## config.mk

```make
export PLATFORM = sky130hd
export DESIGN_NAME = axis_aes256_host_driver_flat
export DESIGN_NICKNAME = d
export VERILOG_FILES = /design/src/rtl/axis_aes256_host_driver_if.sv /design/src/rtl/axis_aes256_host_driver.sv /design/src/flat_wrapper.sv
export SDC_FILE = /design/constraint.sdc
export NUM_CORES = 1
export LEC_CHECK = 0
export CAP_MARGIN = 0
export CORE_MARGIN = 4
export CORE_UTILIZATION = 25
export DETAILED_ROUTE_END_ITERATION = 10
export GPL_ROUTABILITY_DRIVEN = 0
export HOLD_SLACK_MARGIN = 0.02
export SLEW_MARGIN = 40
export SYNTH_ARGS = -nofsm -noshare
export SYNTH_HDL_FRONTEND = slang
export SYNTH_SLANG_ARGS = --single-unit
```

## constraint.sdc

```tcl
create_clock -name clock -period 25.6 [get_ports clock]
set_clock_uncertainty 0.2 [all_clocks]
set_input_delay 2.56 -clock clock [delete_from_list [all_inputs] [get_ports clock]]
set_output_delay 2.56 -clock clock [all_outputs]
set_load 0.05 [all_outputs]
```

## src/rtl/axis_aes256_host_driver_if.sv

```systemverilog
// Single AXI4-Stream channel: byte payload in tdata[7:0] with tvalid/tready/tlast handshake.
interface axis_aes256_host_driver_if #(
  parameter int TDATA_W = 32
);
  logic [TDATA_W-1:0] tdata;
  logic               tvalid;
  logic               tready;
  logic               tlast;

  modport master (output tdata, output tvalid, output tlast, input tready);
  modport slave  (input tdata, input tvalid, input tlast, output tready);
endinterface

```

## src/rtl/axis_aes256_host_driver.sv

```systemverilog
// Host-side driver for the AES-256 AXIS wrapper: serialises one job onto text/key/rc byte
// streams and reassembles the returned 16-byte ciphertext with tlast framing checks.
module axis_aes256_host_driver #(
  parameter int C_AXIS_TDATA_WIDTH = 32,
  parameter int TEXT_BYTES         = 16,
  parameter int KEY_BYTES          = 32,
  parameter int RC_BYTES           = 16
) (
  input  logic                           clock,
  input  logic                           reset,
  input  logic                           job_valid,
  output logic                           job_ready,
  input  logic [8*TEXT_BYTES-1:0]        job_text,
  input  logic [8*KEY_BYTES-1:0]         job_key,
  input  logic [8*RC_BYTES-1:0]          job_rc,
  axis_aes256_host_driver_if.master      m00_axis,
  axis_aes256_host_driver_if.master      m01_axis,
  axis_aes256_host_driver_if.master      m02_axis,
  axis_aes256_host_driver_if.slave       s00_axis,
  output logic [8*TEXT_BYTES-1:0]        res_data,
  output logic                           res_valid,
  input  logic                           res_ready,
  output logic                           err_frame,
  output logic [15:0]                    jobs_sent,
  output logic [15:0]                    blocks_recv
);
  localparam int TW   = $clog2(TEXT_BYTES);
  localparam int KW   = $clog2(KEY_BYTES);
  localparam int RW   = $clog2(RC_BYTES);
  localparam int PADW = C_AXIS_TDATA_WIDTH - 8;
  localparam logic [TW-1:0] T_LAST = TW'(TEXT_BYTES - 1);
  localparam logic [KW-1:0] K_LAST = KW'(KEY_BYTES - 1);
  localparam logic [RW-1:0] R_LAST = RW'(RC_BYTES - 1);

  typedef enum logic {TX_IDLE, TX_SEND} tx_state_t;
  typedef enum logic {RX_COLLECT, RX_HOLD} rx_state_t;

  tx_state_t r_tx_state, w_tx_next;
  rx_state_t r_rx_state, w_rx_next;

  logic [8*TEXT_BYTES-1:0]     r_text;
  logic [8*KEY_BYTES-1:0]      r_key;
  logic [8*RC_BYTES-1:0]       r_rc;
  logic [TW-1:0]               r_idx0;
  logic [KW-1:0]               r_idx1;
  logic [RW-1:0]               r_idx2;
  logic                        r_done0, r_done1, r_done2;
  logic                        w_tv0, w_tv1, w_tv2;
  logic                        w_accept, w_beat0, w_beat1, w_beat2;
  logic                        w_fin0, w_fin1, w_fin2, w_all_done;

  logic [TW-1:0]               r_rx_idx;
  logic [8*(TEXT_BYTES-1)-1:0] r_rx_buf;
  logic [7:0]                  w_rx_byte;
  logic                        w_rx_beat, w_rx_last;
  logic                        w_unused_tdata;

  assign w_accept   = job_valid & job_ready;
  assign w_beat0    = w_tv0 & m00_axis.tready;
  assign w_beat1    = w_tv1 & m01_axis.tready;
  assign w_beat2    = w_tv2 & m02_axis.tready;
  assign w_fin0     = w_beat0 & (r_idx0 == T_LAST);
  assign w_fin1     = w_beat1 & (r_idx1 == K_LAST);
  assign w_fin2     = w_beat2 & (r_idx2 == R_LAST);
  // A stream counts as drained once its final beat has gone, including this cycle's beat.
  assign w_all_done = (r_done0 | w_fin0) & (r_done1 | w_fin1) & (r_done2 | w_fin2);

  always_ff @(posedge clock) begin
    if (reset) r_tx_state <= TX_IDLE;
    else       r_tx_state <= w_tx_next;
  end

  always_comb begin
    w_tx_next = r_tx_state;
    case (r_tx_state)
      TX_IDLE: if (w_accept)   w_tx_next = TX_SEND;
      TX_SEND: if (w_all_done) w_tx_next = TX_IDLE;
      default: w_tx_next = TX_IDLE;
    endcase
  end

  always_comb begin
    job_ready        = (r_tx_state == TX_IDLE);
    w_tv0            = (r_tx_state == TX_SEND) & ~r_done0;
    w_tv1            = (r_tx_state == TX_SEND) & ~r_done1;
    w_tv2            = (r_tx_state == TX_SEND) & ~r_done2;
    m00_axis.tvalid  = w_tv0;
    m01_axis.tvalid  = w_tv1;
    m02_axis.tvalid  = w_tv2;
    m00_axis.tlast   = w_tv0 & (r_idx0 == T_LAST);
    m01_axis.tlast   = w_tv1 & (r_idx1 == K_LAST);
    m02_axis.tlast   = w_tv2 & (r_idx2 == R_LAST);
    m00_axis.tdata   = w_tv0 ? {{PADW{1'b0}}, r_text[8*r_idx0 +: 8]} : '0;
    m01_axis.tdata   = w_tv1 ? {{PADW{1'b0}}, r_key[8*r_idx1 +: 8]}  : '0;
    m02_axis.tdata   = w_tv2 ? {{PADW{1'b0}}, r_rc[8*r_idx2 +: 8]}   : '0;
  end

  always_ff @(posedge clock) begin
    if (reset) begin
      r_idx0    <= '0;
      r_idx1    <= '0;
      r_idx2    <= '0;
      r_done0   <= 1'b0;
      r_done1   <= 1'b0;
      r_done2   <= 1'b0;
      jobs_sent <= '0;
    end else begin
      if (w_accept) begin
        r_idx0  <= '0;
        r_idx1  <= '0;
        r_idx2  <= '0;
        r_done0 <= 1'b0;
        r_done1 <= 1'b0;
        r_done2 <= 1'b0;
      end else begin
        if (w_beat0) begin
          if (w_fin0) r_done0 <= 1'b1;
          else        r_idx0  <= r_idx0 + TW'(1);
        end
        if (w_beat1) begin
          if (w_fin1) r_done1 <= 1'b1;
          else        r_idx1  <= r_idx1 + KW'(1);
        end
        if (w_beat2) begin
          if (w_fin2) r_done2 <= 1'b1;
          else        r_idx2  <= r_idx2 + RW'(1);
        end
      end
      if ((r_tx_state == TX_SEND) && w_all_done) jobs_sent <= jobs_sent + 16'd1;
    end
  end

  always_ff @(posedge clock) begin
    if (w_accept) begin
      r_text <= job_text;
      r_key  <= job_key;
      r_rc   <= job_rc;
    end
  end

  assign w_rx_byte      = s00_axis.tdata[7:0];
  assign w_rx_beat      = s00_axis.tvalid & (r_rx_state == RX_COLLECT);
  assign w_rx_last      = w_rx_beat & (r_rx_idx == T_LAST);
  assign w_unused_tdata = ^s00_axis.tdata[C_AXIS_TDATA_WIDTH-1:8];

  always_ff @(posedge clock) begin
    if (reset) r_rx_state <= RX_COLLECT;
    else       r_rx_state <= w_rx_next;
  end

  always_comb begin
    w_rx_next = r_rx_state;
    case (r_rx_state)
      RX_COLLECT: if (w_rx_last) w_rx_next = RX_HOLD;
      RX_HOLD:    if (res_ready) w_rx_next = RX_COLLECT;
      default:    w_rx_next = RX_COLLECT;
    endcase
  end

  always_comb begin
    s00_axis.tready = (r_rx_state == RX_COLLECT);
    res_valid       = (r_rx_state == RX_HOLD);
  end

  // Early tlast drops the partial block; a missing tlast on the final byte is flagged but delivered.
  always_ff @(posedge clock) begin
    if (reset) begin
      r_rx_idx    <= '0;
      res_data    <= '0;
      err_frame   <= 1'b0;
      blocks_recv <= '0;
    end else begin
      if (w_rx_beat) begin
        if (w_rx_last) begin
          res_data <= {w_rx_byte, r_rx_buf};
          r_rx_idx <= '0;
          if (!s00_axis.tlast) err_frame <= 1'b1;
        end else if (s00_axis.tlast) begin
          err_frame <= 1'b1;
          r_rx_idx  <= '0;
        end else begin
          r_rx_idx  <= r_rx_idx + TW'(1);
        end
      end
      if ((r_rx_state == RX_HOLD) && res_ready) blocks_recv <= blocks_recv + 16'd1;
    end
  end

  always_ff @(posedge clock) begin
    if (w_rx_beat && !w_rx_last) r_rx_buf[8*r_rx_idx +: 8] <= w_rx_byte;
  end
endmodule

```

## src/flat_wrapper.sv

```systemverilog
// flat-port wrapper written by rule: the top's interface ports become plain ports
module axis_aes256_host_driver_flat 
#(
  parameter int C_AXIS_TDATA_WIDTH = 32,
  parameter int TEXT_BYTES         = 16,
  parameter int KEY_BYTES          = 32,
  parameter int RC_BYTES           = 16
)
  (clock, reset, job_valid, job_ready, job_text, job_key, job_rc, res_data, res_valid, res_ready, err_frame, jobs_sent, blocks_recv, m00_axis_tdata, m00_axis_tvalid, m00_axis_tlast, m00_axis_tready, m01_axis_tdata, m01_axis_tvalid, m01_axis_tlast, m01_axis_tready, m02_axis_tdata, m02_axis_tvalid, m02_axis_tlast, m02_axis_tready, s00_axis_tdata, s00_axis_tvalid, s00_axis_tlast, s00_axis_tready);
  axis_aes256_host_driver_if #(.TDATA_W(32)) m00_axis_i ();
  axis_aes256_host_driver_if #(.TDATA_W(32)) m01_axis_i ();
  axis_aes256_host_driver_if #(.TDATA_W(32)) m02_axis_i ();
  axis_aes256_host_driver_if #(.TDATA_W(32)) s00_axis_i ();
  input  logic clock;
  input  logic reset;
  input  logic job_valid;
  output logic job_ready;
  input  logic [8*TEXT_BYTES-1:0] job_text;
  input  logic [8*KEY_BYTES-1:0] job_key;
  input  logic [8*RC_BYTES-1:0] job_rc;
  output logic [8*TEXT_BYTES-1:0] res_data;
  output logic res_valid;
  input  logic res_ready;
  output logic err_frame;
  output logic [15:0] jobs_sent;
  output logic [15:0] blocks_recv;
  output wire logic [$bits(m00_axis_i.tdata)-1:0] m00_axis_tdata;
  output wire logic [$bits(m00_axis_i.tvalid)-1:0] m00_axis_tvalid;
  output wire logic [$bits(m00_axis_i.tlast)-1:0] m00_axis_tlast;
  input wire logic [$bits(m00_axis_i.tready)-1:0] m00_axis_tready;
  output wire logic [$bits(m01_axis_i.tdata)-1:0] m01_axis_tdata;
  output wire logic [$bits(m01_axis_i.tvalid)-1:0] m01_axis_tvalid;
  output wire logic [$bits(m01_axis_i.tlast)-1:0] m01_axis_tlast;
  input wire logic [$bits(m01_axis_i.tready)-1:0] m01_axis_tready;
  output wire logic [$bits(m02_axis_i.tdata)-1:0] m02_axis_tdata;
  output wire logic [$bits(m02_axis_i.tvalid)-1:0] m02_axis_tvalid;
  output wire logic [$bits(m02_axis_i.tlast)-1:0] m02_axis_tlast;
  input wire logic [$bits(m02_axis_i.tready)-1:0] m02_axis_tready;
  input wire logic [$bits(s00_axis_i.tdata)-1:0] s00_axis_tdata;
  input wire logic [$bits(s00_axis_i.tvalid)-1:0] s00_axis_tvalid;
  input wire logic [$bits(s00_axis_i.tlast)-1:0] s00_axis_tlast;
  output wire logic [$bits(s00_axis_i.tready)-1:0] s00_axis_tready;
  assign m00_axis_tdata = m00_axis_i.tdata;
  assign m00_axis_tvalid = m00_axis_i.tvalid;
  assign m00_axis_tlast = m00_axis_i.tlast;
  assign m00_axis_i.tready = m00_axis_tready;
  assign m01_axis_tdata = m01_axis_i.tdata;
  assign m01_axis_tvalid = m01_axis_i.tvalid;
  assign m01_axis_tlast = m01_axis_i.tlast;
  assign m01_axis_i.tready = m01_axis_tready;
  assign m02_axis_tdata = m02_axis_i.tdata;
  assign m02_axis_tvalid = m02_axis_i.tvalid;
  assign m02_axis_tlast = m02_axis_i.tlast;
  assign m02_axis_i.tready = m02_axis_tready;
  assign s00_axis_i.tdata = s00_axis_tdata;
  assign s00_axis_i.tvalid = s00_axis_tvalid;
  assign s00_axis_i.tlast = s00_axis_tlast;
  assign s00_axis_tready = s00_axis_i.tready;
  axis_aes256_host_driver #(.C_AXIS_TDATA_WIDTH(C_AXIS_TDATA_WIDTH), .TEXT_BYTES(TEXT_BYTES), .KEY_BYTES(KEY_BYTES), .RC_BYTES(RC_BYTES)) u_core (.clock(clock), .reset(reset), .job_valid(job_valid), .job_ready(job_ready), .job_text(job_text), .job_key(job_key), .job_rc(job_rc), .m00_axis(m00_axis_i), .m01_axis(m01_axis_i), .m02_axis(m02_axis_i), .s00_axis(s00_axis_i), .res_data(res_data), .res_valid(res_valid), .res_ready(res_ready), .err_frame(err_frame), .jobs_sent(jobs_sent), .blocks_recv(blocks_recv));
endmodule
```

==> impl_metrics.tcl <==
set metrics [dict create \
    outcome "completed" \
    seq_area_frac_synth_pct 70.4 \
    first_global_vias 20400 \
    ir_drop_uv 48.3 \
    cts_made_buffers 92 \
    drcViolationCount 0 \
    vias 19900 \
    final_cell_mix "clkdlybuf4s50_1, edfxtp_1, nand2_1" \
    final_layout_size_suffix_gt1_share_pct 11.7 \
    power.leakage_nw 14.4 \
    cts.clk_slew.worst_paths_ns 0.06 \
    crit_buf_inv 2 \
    post_cts_buffers 0 \
    initial_utilization_pct 25.2 \
    root_buffer "clkbuf_16" \
    cts_repair_resize_count 0 \
    final_nets 3384 \
    fp.dieH_um 367 \
    final_common_cell "clkdlybuf4s50_1" \
    synthFlopType "edfxtp_1" \
    hold_viol 0 \
    dieArea_sq_um 134000 \
    drv_cap 0 \
    crit_path_start_kind "flop" \
    nFillCells 12300 \
    critical_path.max_stage_delay_ns 0.81 \
    powerDensity_nw_per_um2 68.3 \
    antenna_found_initial 41 \
    async_flop_share_pct 0 \
    end_kind "primary output" \
    area_delta_synth_final_pct 37.1 \
    synth_cell_types 59 \
    core_sq_um 128000 \
    slew_headroom_pct 40.0 \
    dieWidth_um 367 \
    register_area_sq_um 22700 \
    grt_overflow 0 \
    grt_pass1_wl_mm 138 \
    rsz0062_at_grt "no" \
    fin_hold_ws_ns 0.253 \
    drt_wl_total_mm 97.3 \
    ys_ff_latch 815 \
    rr_startpoint "u_core.r_tx_state" \
    synth_edf_count 632 \
    ctsLongestPathBuffers 3 \
    period_minus_slack_ns 7.00 \
    tightest_slew_ns 0.896 \
    num_io_pins 819 \
    post-route-period-util_pct 27.3 \
    insertion_delay_ns 0.70 \
    maxSlewViolCount 0 \
    grt_max_degree 99 \
    hold_buffers 0 \
    dp.final_hpwl_mm 72.2 \
    total_power_w 0.00301 \
    setup_viol 0 \
    grt_usage_pct 14.0 \
    drt_pass1_iterations 5 \
    cp_top_family "buffers and inverters" \
    cts.sink_count 815 \
    multi_input_area_sq_um 8550 \
    crit_start "u_core.r_idx1[1]" \
    crit_type "flop to primary output" \
    setup_tns_ns 0 \
    syn_inst 2096 \
    ant_nets 0 \
    crit_slowest_cell "clkdlybuf4s50_1" \
    drt_iter0_markers 1319 \
    avgSynthCellArea_sq_um 15.3 \
    hold_path_startpoint "u_core.res_data[80]" \
    portBuffers 722 \
    viasPerCell 4.33 \
    syn_area_sq_um 32200 \
    path_cells "buf_4 > mux4_2 > a22o_1 > a2111oi_0 > a311oi_1 > clkdlybuf4s50_1" \
    wl_per_cell_um 21.2 \
    hold_path_class "flop to flop" \
    cts_tree "built" \
    rows 131 \
    ys_warn_count 0 \
    path_max_fanout 25 \
    clock.fmax_mhz 143 \
    htreeDepth 3 \
    critical_path_required_ns 22.84 \
    crit_arrival_ns 4.24 \
]
## worst paths after layout
path	to	slack [ns]	cells after the start
setup / recovery	m01_axis_tdata[6]	18.60	6
setup reg to reg	u_core.r_key[248]	21.18	6
hold reg to reg	u_core.res_data[80]	0.25	2
hold / removal	u_core.res_data[80]	0.25	2
## power breakdown
part	leakage (nW)	switching, W	internal (W)
Clock	1.47	0.000559	0.000740
Combinational	5.39	0.000108	0.000110
Sequential	7.54	0.0000147	0.00148
Total	14.4	0.000682	0.00233
## synth_stat cells (7+ instances only)
| cell type | n | share of area (%) |
|---|---|---|
| buf_2 | 18 | 0.28 |
| nor3_1 | 15 | 0.23 |
| xor2_1 | 7 | 0.19 |
| mux4_1 | 27 | 2.2 |
| nand4_1 | 15 | 0.29 |
| a21oi_1 | 147 | 2.3 |
| nand2_1 | 283 | 3.3 |
| nor4_1 | 29 | 0.56 |
| xnor2_1 | 12 | 0.33 |
| a2111oi_0 | 8 | 0.22 |
| dfxtp_1 | 183 | 11 |
| inv_1 | 13 | 0.15 |
| mux4_2 | 109 | 7.6 |
| a22o_1 | 8 | 0.22 |
| and3_1 | 27 | 0.53 |
| nand2b_1 | 10 | 0.19 |
| and2_1 | 97 | 1.9 |
| o21ai_0 | 7 | 0.11 |
| buf_6 | 10 | 0.35 |
| nand3_1 | 20 | 0.31 |
| ha_1 | 9 | 0.35 |
| edfxtp_1 | 632 | 59 |
| mux2_2 | 14 | 0.49 |
| buf_4 | 80 | 1.9 |
| clkbuf_1 | 80 | 0.93 |
| nor2b_1 | 35 | 0.68 |
| a211oi_1 | 12 | 0.28 |
| mux2i_1 | 22 | 0.68 |
| nor2_1 | 96 | 1.1 |
## registers in the layout (all words and copies together), names as in the netlist, 5 cells and up
register	flops
u_core.r_rx_buf	120
u_core.r_idx1	5
u_core.r_text	128
u_core.res_data	128
u_core.r_rc	128
u_core.jobs_sent	16
u_core.r_key	256
u_core.blocks_recv	16
## metrics by stage
step	cell area (sq um)	utilization [%]	worst slack (ns)	std cells
4_1_cts	44000	34.5	18.44	4562
3_5_place_dp	41000	32.1	18.59	4390
2_1_floorplan	32400	-	8.14	2167
3_3_place_gp	40800	32.0	17.52	4386
6_report	44100	34.5	18.60	4584
5_1_grt	44100	34.5	18.36	4576
## layer usage
metal,global-route usage (%),part of all wire [%],vias to the layer above
met5,0,0.18,-
met4,6.14,3.4,24
met3,4.98,8.7,164
met2,24.0,50,809
met1,15.7,38,9637
li1,-,-,9217
## kinds of logic after synthesis
| group | Yosys count | share of synthesized area [%] |
|---|---|---|
| AO/OA/AOI/OAI | 210 | 3.80 |
| XOR/XNOR | 19 | 0.518 |
| adder cells (fa/ha/maj) | 9 | 0.350 |
| buffers and inverters | 216 | 4.14 |
| flip-flops | 815 | 70.4 |
| multiplexers | 172 | 11.0 |
| other | 1 | 0.0117 |
| AND/OR/NAND/NOR | 654 | 9.76 |
## worst reg2reg max path, delay by kind of cell (launching register included)
family | cells | cell delay, ns
buffers and inverters | 5 | 2.97
flip-flops | 1 | 0.47
AND/OR/NAND/NOR | 1 | 0.30
## area by class of cell
type	count	share of cell area (%)
Multi-Input combinational cell	1136	19.4
Inverter	13	0.111
Tap cell	1662	4.72
Antenna cell	22	0.125
Timing Repair Buffer	764	17.4
Clock inverter	49	1.10
Clock buffer	123	5.78
Sequential cell	815	51.4
Note: power is estimated with default switching activity, not from simulation.
